--- src/rtl/tag_ram_ctrl_pkg.sv ---
// Shared definitions for the tag RAM access controller: entry layout helpers,
// FSM state encoding and the arbiter grant-side encoding.
package tag_ram_ctrl_pkg;

  typedef enum logic {
    ST_INIT,
    ST_RUN
  } state_t;

  typedef enum logic {
    SIDE_LK,
    SIDE_WR
  } side_t;

  // Entry layout: valid flag in the MSB, tag in the bits below it.
  function automatic int tag_width(input int dwidth);
    return dwidth - 1;
  endfunction

  function automatic int valid_bit(input int dwidth);
    return dwidth - 1;
  endfunction

endpackage

--- src/rtl/tag_rr_arb2.sv ---
// Two-way round-robin arbiter (lookup vs write) with a last-grant register;
// ready/grant outputs are combinational, only the last-grant side is stored.
module tag_rr_arb2
  import tag_ram_ctrl_pkg::*;
(
  input  logic clock,
  input  logic reset,
  input  logic enable,
  input  logic req_lk,
  input  logic req_wr,
  output logic rdy_lk,
  output logic rdy_wr,
  output logic gnt_lk,
  output logic gnt_wr
);

  side_t last_q;

  // Under contention the side that did not win last time gets the slot.
  always_comb begin
    rdy_lk = enable && (!req_wr || (last_q == SIDE_WR));
    rdy_wr = enable && (!req_lk || (last_q == SIDE_LK));
    gnt_lk = rdy_lk && req_lk;
    gnt_wr = rdy_wr && req_wr;
  end

  always_ff @(posedge clock) begin
    if (reset) begin
      last_q <= SIDE_WR;
    end else if (gnt_lk) begin
      last_q <= SIDE_LK;
    end else if (gnt_wr) begin
      last_q <= SIDE_WR;
    end
  end

endmodule

--- src/rtl/tag_ram_ctrl.sv ---
// Access controller for one cache tag RAM bank: lookup/write arbitration, hit
// compare and statistics. Define TAG_RAM_CTRL_INIT_SWEEP_EN for a post-reset invalidate sweep.
module tag_ram_ctrl
  import tag_ram_ctrl_pkg::*;
#(
  parameter  int AWIDTH = 3,
  parameter  int DWIDTH = 7,
  parameter  int CNTW   = 16,
  localparam int TAGW   = tag_width(DWIDTH)
) (
  input  logic              clock,
  input  logic              reset,
  input  logic              lk_valid,
  output logic              lk_ready,
  input  logic [AWIDTH-1:0] lk_index,
  input  logic [TAGW-1:0]   lk_tag,
  output logic              rsp_valid,
  output logic              rsp_hit,
  output logic [AWIDTH-1:0] rsp_index,
  input  logic              wr_valid,
  output logic              wr_ready,
  input  logic [AWIDTH-1:0] wr_index,
  input  logic [TAGW-1:0]   wr_tag,
  input  logic              wr_inval,
  output logic [AWIDTH-1:0] ram_addr,
  output logic [DWIDTH-1:0] ram_din,
  output logic              ram_we,
  input  logic [DWIDTH-1:0] ram_dout,
  output logic [CNTW-1:0]   hit_cnt,
  output logic [CNTW-1:0]   miss_cnt
);

  localparam int VB = valid_bit(DWIDTH);

  state_t            state;
  logic              sweeping;
  logic [AWIDTH-1:0] sweep_addr;
  logic              run_en;
  logic              gnt_lk;
  logic              gnt_wr;
  logic [AWIDTH-1:0] addr_q;
  logic              pending_q;
  logic [AWIDTH-1:0] idx_q;
  logic [TAGW-1:0]   tag_q;

`ifdef TAG_RAM_CTRL_INIT_SWEEP_EN
  localparam int DEPTH = 1 << AWIDTH;

  logic [AWIDTH-1:0] sweep_ptr;

  always_ff @(posedge clock) begin
    if (reset) begin
      state     <= ST_INIT;
      sweep_ptr <= '0;
    end else if (state == ST_INIT) begin
      sweep_ptr <= sweep_ptr + 1'b1;
      if (sweep_ptr == AWIDTH'(DEPTH - 1)) begin
        state <= ST_RUN;
      end
    end
  end

  assign sweeping   = (state == ST_INIT) && !reset;
  assign sweep_addr = sweep_ptr;
`else
  assign state      = ST_RUN;
  assign sweeping   = 1'b0;
  assign sweep_addr = '0;
`endif

  assign run_en = (state == ST_RUN) && !reset;

  tag_rr_arb2 u_arb (
    .clock  (clock),
    .reset  (reset),
    .enable (run_en),
    .req_lk (lk_valid),
    .req_wr (wr_valid),
    .rdy_lk (lk_ready),
    .rdy_wr (wr_ready),
    .gnt_lk (gnt_lk),
    .gnt_wr (gnt_wr)
  );

  // The RAM port address holds its last value on idle cycles.
  always_comb begin
    ram_addr = addr_q;
    ram_din  = '0;
    ram_we   = 1'b0;
    if (reset) begin
      ram_addr = '0;
    end else if (sweeping) begin
      ram_addr = sweep_addr;
      ram_we   = 1'b1;
    end else if (gnt_lk) begin
      ram_addr = lk_index;
    end else if (gnt_wr) begin
      ram_addr = wr_index;
      ram_we   = 1'b1;
      ram_din  = wr_inval ? '0 : {1'b1, wr_tag};
    end
  end

  always_ff @(posedge clock) begin
    if (reset) begin
      addr_q    <= '0;
      pending_q <= 1'b0;
      idx_q     <= '0;
      tag_q     <= '0;
    end else begin
      addr_q    <= ram_addr;
      pending_q <= gnt_lk;
      if (gnt_lk) begin
        idx_q <= lk_index;
        tag_q <= lk_tag;
      end
    end
  end

  assign rsp_valid = pending_q;
  assign rsp_index = idx_q;
  assign rsp_hit   = pending_q && ram_dout[VB] && (ram_dout[TAGW-1:0] == tag_q);

  always_ff @(posedge clock) begin
    if (reset) begin
      hit_cnt  <= '0;
      miss_cnt <= '0;
    end else if (pending_q) begin
      if (rsp_hit) begin
        if (hit_cnt != {CNTW{1'b1}}) begin
          hit_cnt <= hit_cnt + 1'b1;
        end
      end else if (miss_cnt != {CNTW{1'b1}}) begin
        miss_cnt <= miss_cnt + 1'b1;
      end
    end
  end

endmodule

--- config.mk ---
export PLATFORM = sky130hd
export DESIGN_NAME = tag_ram_ctrl
export DESIGN_NICKNAME = d
export VERILOG_FILES = /design/src/rtl/tag_ram_ctrl_pkg.sv /design/src/rtl/tag_rr_arb2.sv /design/src/rtl/tag_ram_ctrl.sv
export SDC_FILE = /design/constraint.sdc
export NUM_CORES = 1
export LEC_CHECK = 0
export ABC_AREA = 1
export ABC_CLOCK_PERIOD_IN_PS = 1800
export BUFFER_PORTS_ARGS = -buffer_cell sky130_fd_sc_hd__buf_2
export CAP_MARGIN = 20
export CORE_MARGIN = 4
export CORE_UTILIZATION = 45
export CTS_CLUSTER_SIZE = 40
export DETAILED_ROUTE_END_ITERATION = 8
export GPL_TIMING_DRIVEN = 0
export PLACE_DENSITY_LB_ADDON = 0.15
export SETUP_SLACK_MARGIN = 0.3
export SYNTH_ARGS = -nofsm -noshare
export SYNTH_HDL_FRONTEND = slang
export SYNTH_HIERARCHICAL = 1
export SYNTH_SLANG_ARGS = --single-unit
--- constraint.sdc ---
create_clock -name clock -period 1.8 [get_ports clock]
set_clock_uncertainty 0.15 [all_clocks]
set_input_delay 0.18 -clock clock [delete_from_list [all_inputs] [get_ports clock]]
set_output_delay 0.18 -clock clock [all_outputs]
set_load 0.005 [all_outputs]
* Word-level counts from Yosys, hierarchy flattened
Index checks and enable logic that the tools add are counted.
** Word-level totals
- Register bits after elaboration :: 46
- Bits of input ports :: 30
- Output and inout bits :: 50
- Logic and storage cells :: 40
** Operators by class
- $add $sub $neg :: 2
- Eq/ne operators :: 3
- Mux-type cells :: 12
- Bitwise logic cells :: 2
- Reduce and logical (&&, ||, !) cells :: 14
** Operators by type and width (count)
- $add 16x1->16 const B :: 2
- $ne 16x16->1 const B :: 2
- $mux 7 :: 4
- $mux 3 :: 3
- $eq 6x6->1 :: 1
- $logic_and 1x1->1 :: 6
- $reduce_and 3->1 :: 2
- $mux 1 :: 5
- $logic_not 1->1 :: 3
- $logic_or 1x1->1 :: 2
- $not 1->1 :: 2
- $reduce_bool 2->1 :: 1

* Longest topological paths before layout
Gate-level depths: netlist of run 1.
- Depth in word-level cells :: 7
- Mapped depth :: 11
- Depth with buffers taken out :: 11

* Modules after synthesis
Netlist of run 1, hierarchy kept.
** By module, submodules not included
- tag_ram_ctrl :: times used 1, cells each 408, area an instance 2733.9 um^2
- tag_rr_arb2 :: times used 1, cells each 16, area an instance 93.8 um^2

* Least setup slack after synthesis of run 1
OpenSTA, ideal clock, no wires.
- Path kind :: input-to-output
- Start point :: in reset
- End point :: out ram_din[0]
- Arrival :: 1694 ps
- Data required time :: 1470 ps
- Setup slack :: -224 ps
- Stages :: 9
- Cells stage by stage :: buf_2 clkinv_1 nand3_2 inv_1 nor2_1 inv_1 nor3_1 inv_1 nor2_1
** On the way
- Elaborated cells on any way between the ends :: 8
** RTL lines
- start: declaration :: RTL line tag_ram_ctrl.sv:12 : input logic reset,
- $logic_not 1->1 :: RTL line tag_ram_ctrl.sv:71 : assign run_en = (state == ST_RUN) && !reset;
- via run_en :: RTL line tag_ram_ctrl.sv:38 : logic run_en;
- $logic_and 1x1->1 :: RTL line tag_rr_arb2.sv:21 : rdy_lk = enable && (!req_wr || (last_q == SIDE_WR));
- $logic_and 1x1->1 :: RTL line tag_rr_arb2.sv:23 : gnt_lk = rdy_lk && req_lk;
- via gnt_lk :: RTL line tag_ram_ctrl.sv:39 : logic gnt_lk;
- $mux 7 :: RTL line tag_ram_ctrl.sv:95 : end else if (gnt_lk) begin
- $mux 7 :: RTL line tag_ram_ctrl.sv:90 : if (reset) begin
- end: declaration :: RTL line tag_ram_ctrl.sv:26 : output logic [DWIDTH-1:0] ram_din,
The timed path passes the listed nets, and every way through them passes these cells.

* Final worst setup path of run 1
- Start point :: reg u_arb.last_q
- End point :: out ram_din[3]
** On the way
- Longest elaborated chain between the ends :: 7
- Elaborated cells on any way between the ends :: 10
** Ends and longest elaborated chain
- start: declaration :: RTL line tag_rr_arb2.sv:17 : side_t last_q;
- start signal: assignment :: RTL line tag_rr_arb2.sv:29 : last_q <= SIDE_WR;
- start signal: assignment :: RTL line tag_rr_arb2.sv:31 : last_q <= SIDE_LK;
- start signal: assignment :: RTL line tag_rr_arb2.sv:33 : last_q <= SIDE_WR;
- $not 1->1 :: RTL line tag_rr_arb2.sv:22 : rdy_wr = enable && (!req_lk || (last_q == SIDE_LK));
- $logic_or 1x1->1 :: RTL line tag_rr_arb2.sv:22
- $logic_and 1x1->1 :: RTL line tag_rr_arb2.sv:22
- $logic_and 1x1->1 :: RTL line tag_rr_arb2.sv:24 : gnt_wr = rdy_wr && req_wr;
- via gnt_wr :: RTL line tag_ram_ctrl.sv:40 : logic gnt_wr;
- $mux 7 :: RTL line tag_ram_ctrl.sv:97 : end else if (gnt_wr) begin
- $mux 7 :: RTL line tag_ram_ctrl.sv:95
- $mux 7 :: RTL line tag_ram_ctrl.sv:90
The timed path passes the listed nets, and every way through them passes these cells.

==> results_dict.tcl, run 1 <==
set metrics [dict create \
    grt_max_degree 14 \
    fin_nets 594 \
    core_um2 6030 \
    final_cell_area_um2 4380 \
    cp-start-kind "register" \
    fin_cells 637 \
    antenna_found_initial 0 \
    worst_pin_slew_ps 811 \
    grt-busiest-layer "met2" \
    vdd_drop_max_v 0.000310 \
    crit_path_top_delay_cell "dfxtp_4" \
    port_buffers 79 \
    htree_levels 2 \
    pre_cts_ws_ps -115 \
    worst_slack_ps -52.9 \
    status "finished, violations left" \
    overflow 0 \
    syn_nets 456 \
    cp_data_arrival_time_ps 1520 \
    rows 28 \
    clk_latency_ps 300 \
    p_comb_share_pct 13.0 \
    switchingPower_uw 526 \
    dp_hpwl_um 5350 \
    yosys_warnings 6 \
    start_util_pct 46.9 \
    regArea_um2 983 \
    gp_congestion 0.876 \
    first_global_vias 3169 \
    setup_violations 8 \
    end_kind "output pin" \
    grt_use_total_pct 23.0 \
    viasPerCell 5.11 \
    internal_power_mw 1.53 \
    drive_above_1_share_pct 49.6 \
    grt_use_met2_pct 42.3 \
    leakagePower_nw 2.12 \
    path_class "reg2out" \
    swShare_pct 25.5 \
    p_total_mw 2.06 \
    num-fill-cells 472 \
    cts.sinks 46 \
    critical_path.top_delay_family "simple AND/OR/NAND/NOR gates" \
    drv_slew 0 \
    hold_class "in2reg" \
    drt_wl_total_um 8750 \
    synth_cell_types 34 \
    netlist_area_um2 2830 \
    syn_avg_cell_area_um2 6.67 \
    die-area_um2 7620 \
    grt_pass1_wl_um 14000 \
    cp.buffers_inverters 4 \
    min_period_ps 1850 \
    pin_count 80 \
    cp_cell_sequence "nand2_1 -> nand3_2 -> inv_2 -> inv_2 -> nor3_4 -> inv_2 -> nor2_1 -> buf_2" \
    whs_ps 28.5 \
    die_h_um 87.3 \
    cts-root-buf "clkbuf_8" \
    grt_setup_unrepaired "true" \
    diodes 0 \
    ys_seq_area_share_pct 32.6 \
    area.growth.synth_to_final_pct 54.7 \
    hold_violations 0 \
    synthCells 424 \
    period_share_pct 103 \
    power_density_nw_per_um2 471 \
    slew-limit-headroom_pct 45.9 \
    multiInputGateArea_um2 2010 \
    drt_pass1_iterations 4 \
    drcViolationCount 0 \
    ant_nets 0 \
    clockBufferDepth 2 \
    num_vias 3255 \
    violations "negative setup slack" \
    seqPwrFrac_pct 50.5 \
    fmax_mhz 540 \
    crit_fanout 6 \
    cp_common_cell "inv_2" \
    placed_cells 578 \
    die_w_um 87.3 \
    required_ps 1470 \
    route.detailed.wl_per_inst_um 13.7 \
    drt_iter0_markers 125 \
    drv_cap 0 \
    critical-path-max-stage-delay_ps 370 \
    cts_tree "built" \
    cts_buffers 5 \
    place_area_um2 3420 \
    synth-seq-cells 46 \
    cts.clk_slew.worst_paths_ps 80 \
    clockPowerShare_pct 36.6 \
    globalRouteMet1Util_pct 26.3 \
    use_met3_pct 4.35 \
]
==> what timing repair did <==
| action | in CTS | in global routing |
|---|---|---|
| gates resized for setup | 88 | 52 |
| hold endpoints to repair | 9 | 0 |
| hold buffers | 9 | 0 |
| cloned | 5 | 0 |
| buffers inserted | 32 | 6 |
| pin swaps | 30 | 25 |
| setup endpoints to repair | 44 | 46 |
==> per-layer routing <==
layer	share of wire (%)	wire length, µm
met3	5.6	494
met5	0	0
met2	51	4470
met4	2.1	187
met1	41	3600
==> cell type report <==
type	count	share of cell area, %
multi-input cells	316	45.8
flip-flops and latches	46	22.5
clock buffers	7	2.46
repair buffers	130	20.1
inverters	55	5.06
well taps	75	2.14
plain buffers	8	1.89
==> power groups by stage <==
| stage | Clock (mW) | Combinational (mW) | Sequential (mW) |
|---|---|---|---|
| after detailed placement | 0 | 0.193 | 1.07 |
| final | 0.753 | 0.267 | 1.04 |
| after global placement | 0 | 0.191 | 1.07 |
| after CTS | 0.763 | 0.245 | 1.05 |
| after floorplan | 0 | 0.114 | 1.07 |
| after global routing | 0.806 | 0.293 | 1.04 |
==> through the flow <==
stage,utilization [%],setup TNS (ps)
floorplan,-,0
global placement,56.8,-562
detailed placement,56.8,-635
CTS,69.3,-154
global route,72.6,-1150
finish,72.6,-238
==> flip-flops by register name (all words and copies together), names as in the netlist <==
name          flops
rsp_index         3
u_arb/last_q      1
rsp_valid         1
miss_cnt         16
addr_q            3
tag_q             6
hit_cnt          16
==> logic make-up after synthesis <==
family,count (synthesis),synth area share [%]
simple gates,244,40.9
buf+inv,63,9.56
compound gates,52,10.8
flops,46,32.6
xor+xnor,17,5.27
fa+ha+maj,2,0.885
==> layout by cell type, fill, tap and decap left out, types with 3 or more instances in the layout <==
cell	instances
and2_1	3
clkbuf_8	7
nand2_2	22
nand3_4	4
dfxtp_1	14
nand2_1	105
o21ai_1	5
nor2_2	8
a21oi_2	23
xor2_1	12
nand3_1	18
dfxtp_2	23
dfxtp_4	9
buf_4	30
inv_2	7
dlygate4sd3_1	9
buf_6	13
nand4_1	10
nor3_4	3
nand3_2	12
nor2_4	7
inv_1	44
a21oi_1	10
buf_2	78
nand2_4	14
xnor2_1	5
nand3b_1	4
nor2_1	29
o21ai_0	11
==> Yosys cell counts, drive strengths merged <==
cell    instances  area [µm²]
nor3b           1        7.51
clkinv          1        3.75
nand4          11        83.8
inv            54         205
dfxtp          46         921
o21ai          18        90.1
nor2           44         194
nand2         141         574
xor2           12         105
and2            3        18.8
nand3          34         208
clkbuf          3        11.3
buf             5        50.0
nor3            6        41.3
xnor2           5        43.8
a21oi          34         215
ha              2        25.0
nand3b          4        30.0
==> worst paths after layout <==
path,start,endpoint,slack [ps],cells past startpoint
min reg2reg,rsp_index[1],rsp_index[1],310,2
max,u_arb/last_q,ram_din[3],-50,8
min,wr_index[1],addr_q[1],30,3
max reg2reg,hit_cnt[0],hit_cnt[4],80,10
==> worst register-to-register path, cell delays in order, from the launching register on <==
cell     delay (ps)
dfxtp_4         370
ha_4            150
nand3_4          80
nor3_4          170
nand3_2         130
nand2_4         120
inv_6            50
buf_12          120
buf_12          130
nand2_4          60
a21oi_2          40
Note: power is estimated with default switching activity, not from simulation.
==> run 2, diff against run 1 <==
--- a/config.mk
+++ b/config.mk
@@ -13,6 +13,7 @@
 export CORE_UTILIZATION = 45
 export CTS_CLUSTER_SIZE = 40
 export DETAILED_ROUTE_END_ITERATION = 8
+export GPL_ROUTABILITY_DRIVEN = 0
 export GPL_TIMING_DRIVEN = 0
 export PLACE_DENSITY_LB_ADDON = 0.15
 export SETUP_SLACK_MARGIN = 0.3
@@ -20,3 +21,4 @@
 export SYNTH_HDL_FRONTEND = slang
 export SYNTH_HIERARCHICAL = 1
 export SYNTH_SLANG_ARGS = --single-unit
+export TNS_END_PERCENT = 1
==> run 2 against run 1 <==
The flow still finishes with violations (negative setup slack). Non-clock buffer count fell by 40. Hold slack got worse by 16 ps. Sequential share of layout area rose by 2.6 points. Core utilization fell by 9.0 points. Critical path depth rose by 2. Final area fell by 12%. Clock-buffer cell count did not move. Highest routed layer unchanged. Sequential power barely moved. Power fell by 6.9%. Worst setup slack improved by 25 ps. Register-to-register slack got worse by 60 ps. Clock power fell by 14%.
==> results_dict.tcl, run 2 (synthesis results as in run 1) <==
set metrics [dict create \
    viasPerCell 5.02 \
    grt_pass1_wl_um 12800 \
    hold_class "in2reg" \
    timing.rr.start "hit_cnt[1]" \
    r2r-end "hit_cnt[13]" \
    clockBufferDepth 2 \
    first_global_vias 2940 \
    min_from "wr_index[1]" \
    crit_start "u_arb/last_q" \
    start_util_pct 46.9 \
    drv_cap 0 \
    die-area_um2 7620 \
    rows 28 \
    grt_setup_unrepaired "true" \
    crit_fanout 6 \
    fmax_mhz 547 \
    worst_slack_ps -28.1 \
    die_w_um 87.3 \
    area.growth.synth_to_final_pct 35.6 \
    power_density_nw_per_um2 500 \
    final_common_cell "nand2_1" \
    drt_wl_total_um 7450 \
    cp-start-kind "register" \
    cts.sinks 46 \
    required_ps 1470 \
    violations "negative setup slack" \
    end_kind "output pin" \
    dp_hpwl_um 5350 \
    drcViolationCount 0 \
    cp_data_arrival_time_ps 1500 \
    final_cell_area_um2 3830 \
    reg2reg_setup_slack_ps 20 \
    vdd_drop_max_v 0.000303 \
    cts_buffers 5 \
    setup_violations 8 \
    port_buffers 79 \
    cts-root-buf "clkbuf_8" \
    status "finished, violations left" \
    reg.largest.list "hit_cnt (16), miss_cnt (16), tag_q (6)" \
    drt_iter0_markers 134 \
    htree_levels 2 \
    slew-limit-headroom_pct 51.4 \
    worst_pin_slew_ps 729 \
    grt_max_degree 14 \
    path_class "reg2out" \
    regArea_um2 961 \
    period_share_pct 102 \
    pin_count 80 \
    ant_nets 0 \
    layout_common_cells "nand2_1, buf_2, inv_1" \
    antenna_found_initial 0 \
    grt_use_total_pct 20.8 \
    num_vias 2994 \
    drive_above_1_share_pct 37.4 \
    reg2reg_depth 9 \
    whs_path_depth 3 \
    fin_nets 553 \
    hold_violations 0 \
    p_total_mw 1.92 \
    clk_latency_ps 300 \
    diodes 0 \
    whs_endpoint "addr_q[1]" \
    overflow 0 \
    cts_tree "built" \
    leakagePower_nw 1.78 \
    drt_pass1_iterations 5 \
    drv_slew 0 \
    route.detailed.wl_per_inst_um 12.5 \
    multiInputGateArea_um2 1860 \
    place_area_um2 3380 \
    min_period_ps 1830 \
    cts.clk_slew.worst_paths_ps 90 \
    num-fill-cells 581 \
    die_h_um 87.3 \
    core_um2 6030 \
]
==> run 2: where the power goes <==
group	switching [mW]	total, mW	internal [mW]	leakage [nW]
clock network	0.345	0.650	0.306	0.0443
registers	0.0127	1.04	1.03	0.383
logic	0.127	0.224	0.0967	1.35
total	0.484	1.92	1.43	1.78
==> run 2: critical path, cell delays in order (launching register included) <==
cell	delay, ps
dfxtp_2	350
inv_2	60
nand2_2	40
nand3_2	80
inv_4	60
nor2_4	130
inv_4	50
nor3_4	140
inv_2	90
nor2_1	90
buf_2	120
==> run 2: worst max-delay path by stage <==
stage                       end  slack [ps]  cells after the start
CTS                  ram_din[4]         -50                     10
finish               ram_din[1]         -30                     10
global placement     ram_din[1]        -250                     11
floorplan            hit_cnt[1]         190                      9
global route        ram_addr[2]        -170                      9
detailed placement   ram_din[4]        -290                     11
==> run 2: cell type report <==
type / instances / area share [%]
flip-flops and latches: 46 / 25.1
well taps: 75 / 2.45
repair buffers: 90 / 13.3
clock buffers: 7 / 2.25
multi-input cells: 315 / 48.4
plain buffers: 8 / 2.87
inverters: 55 / 5.71
==> run 2: metrics by stage <==
| step | worst slack, ps | instances | setup TNS (ps) | hold slack [ps] | utilization [%] |
|---|---|---|---|---|---|
| floorplan | 194 | 424 | 0 | 143 | - |
| global placement | -246 | 578 | -1820 | 230 | 56.1 |
| detailed placement | -294 | 578 | -2290 | 234 | 56.1 |
| CTS | -51.6 | 596 | -220 | 3.77 | 63.0 |
| global route | -166 | 596 | -1720 | 29.5 | 63.6 |
| finish | -28.1 | 596 | -161 | 12.8 | 63.6 |
==> run 2: what timing repair did <==
action | CTS | global route
cloned | 0 | 0
endpoints found under the hold margin | 7 | 0
resized for setup | 69 | 18
pin swaps | 49 | 16
hold buffers | 7 | 0
setup buffers | 4 | 0
setup endpoints to repair | 44 | 44
==> run 2: per-layer routing <==
metal	GRT usage, %	share of wire, %	up-vias
met4	5.86	0.86	0
li1	-	-	1544
met5	0	0	-
met1	27.2	45	1351
met3	5.30	7.1	7
met2	33.7	47	92
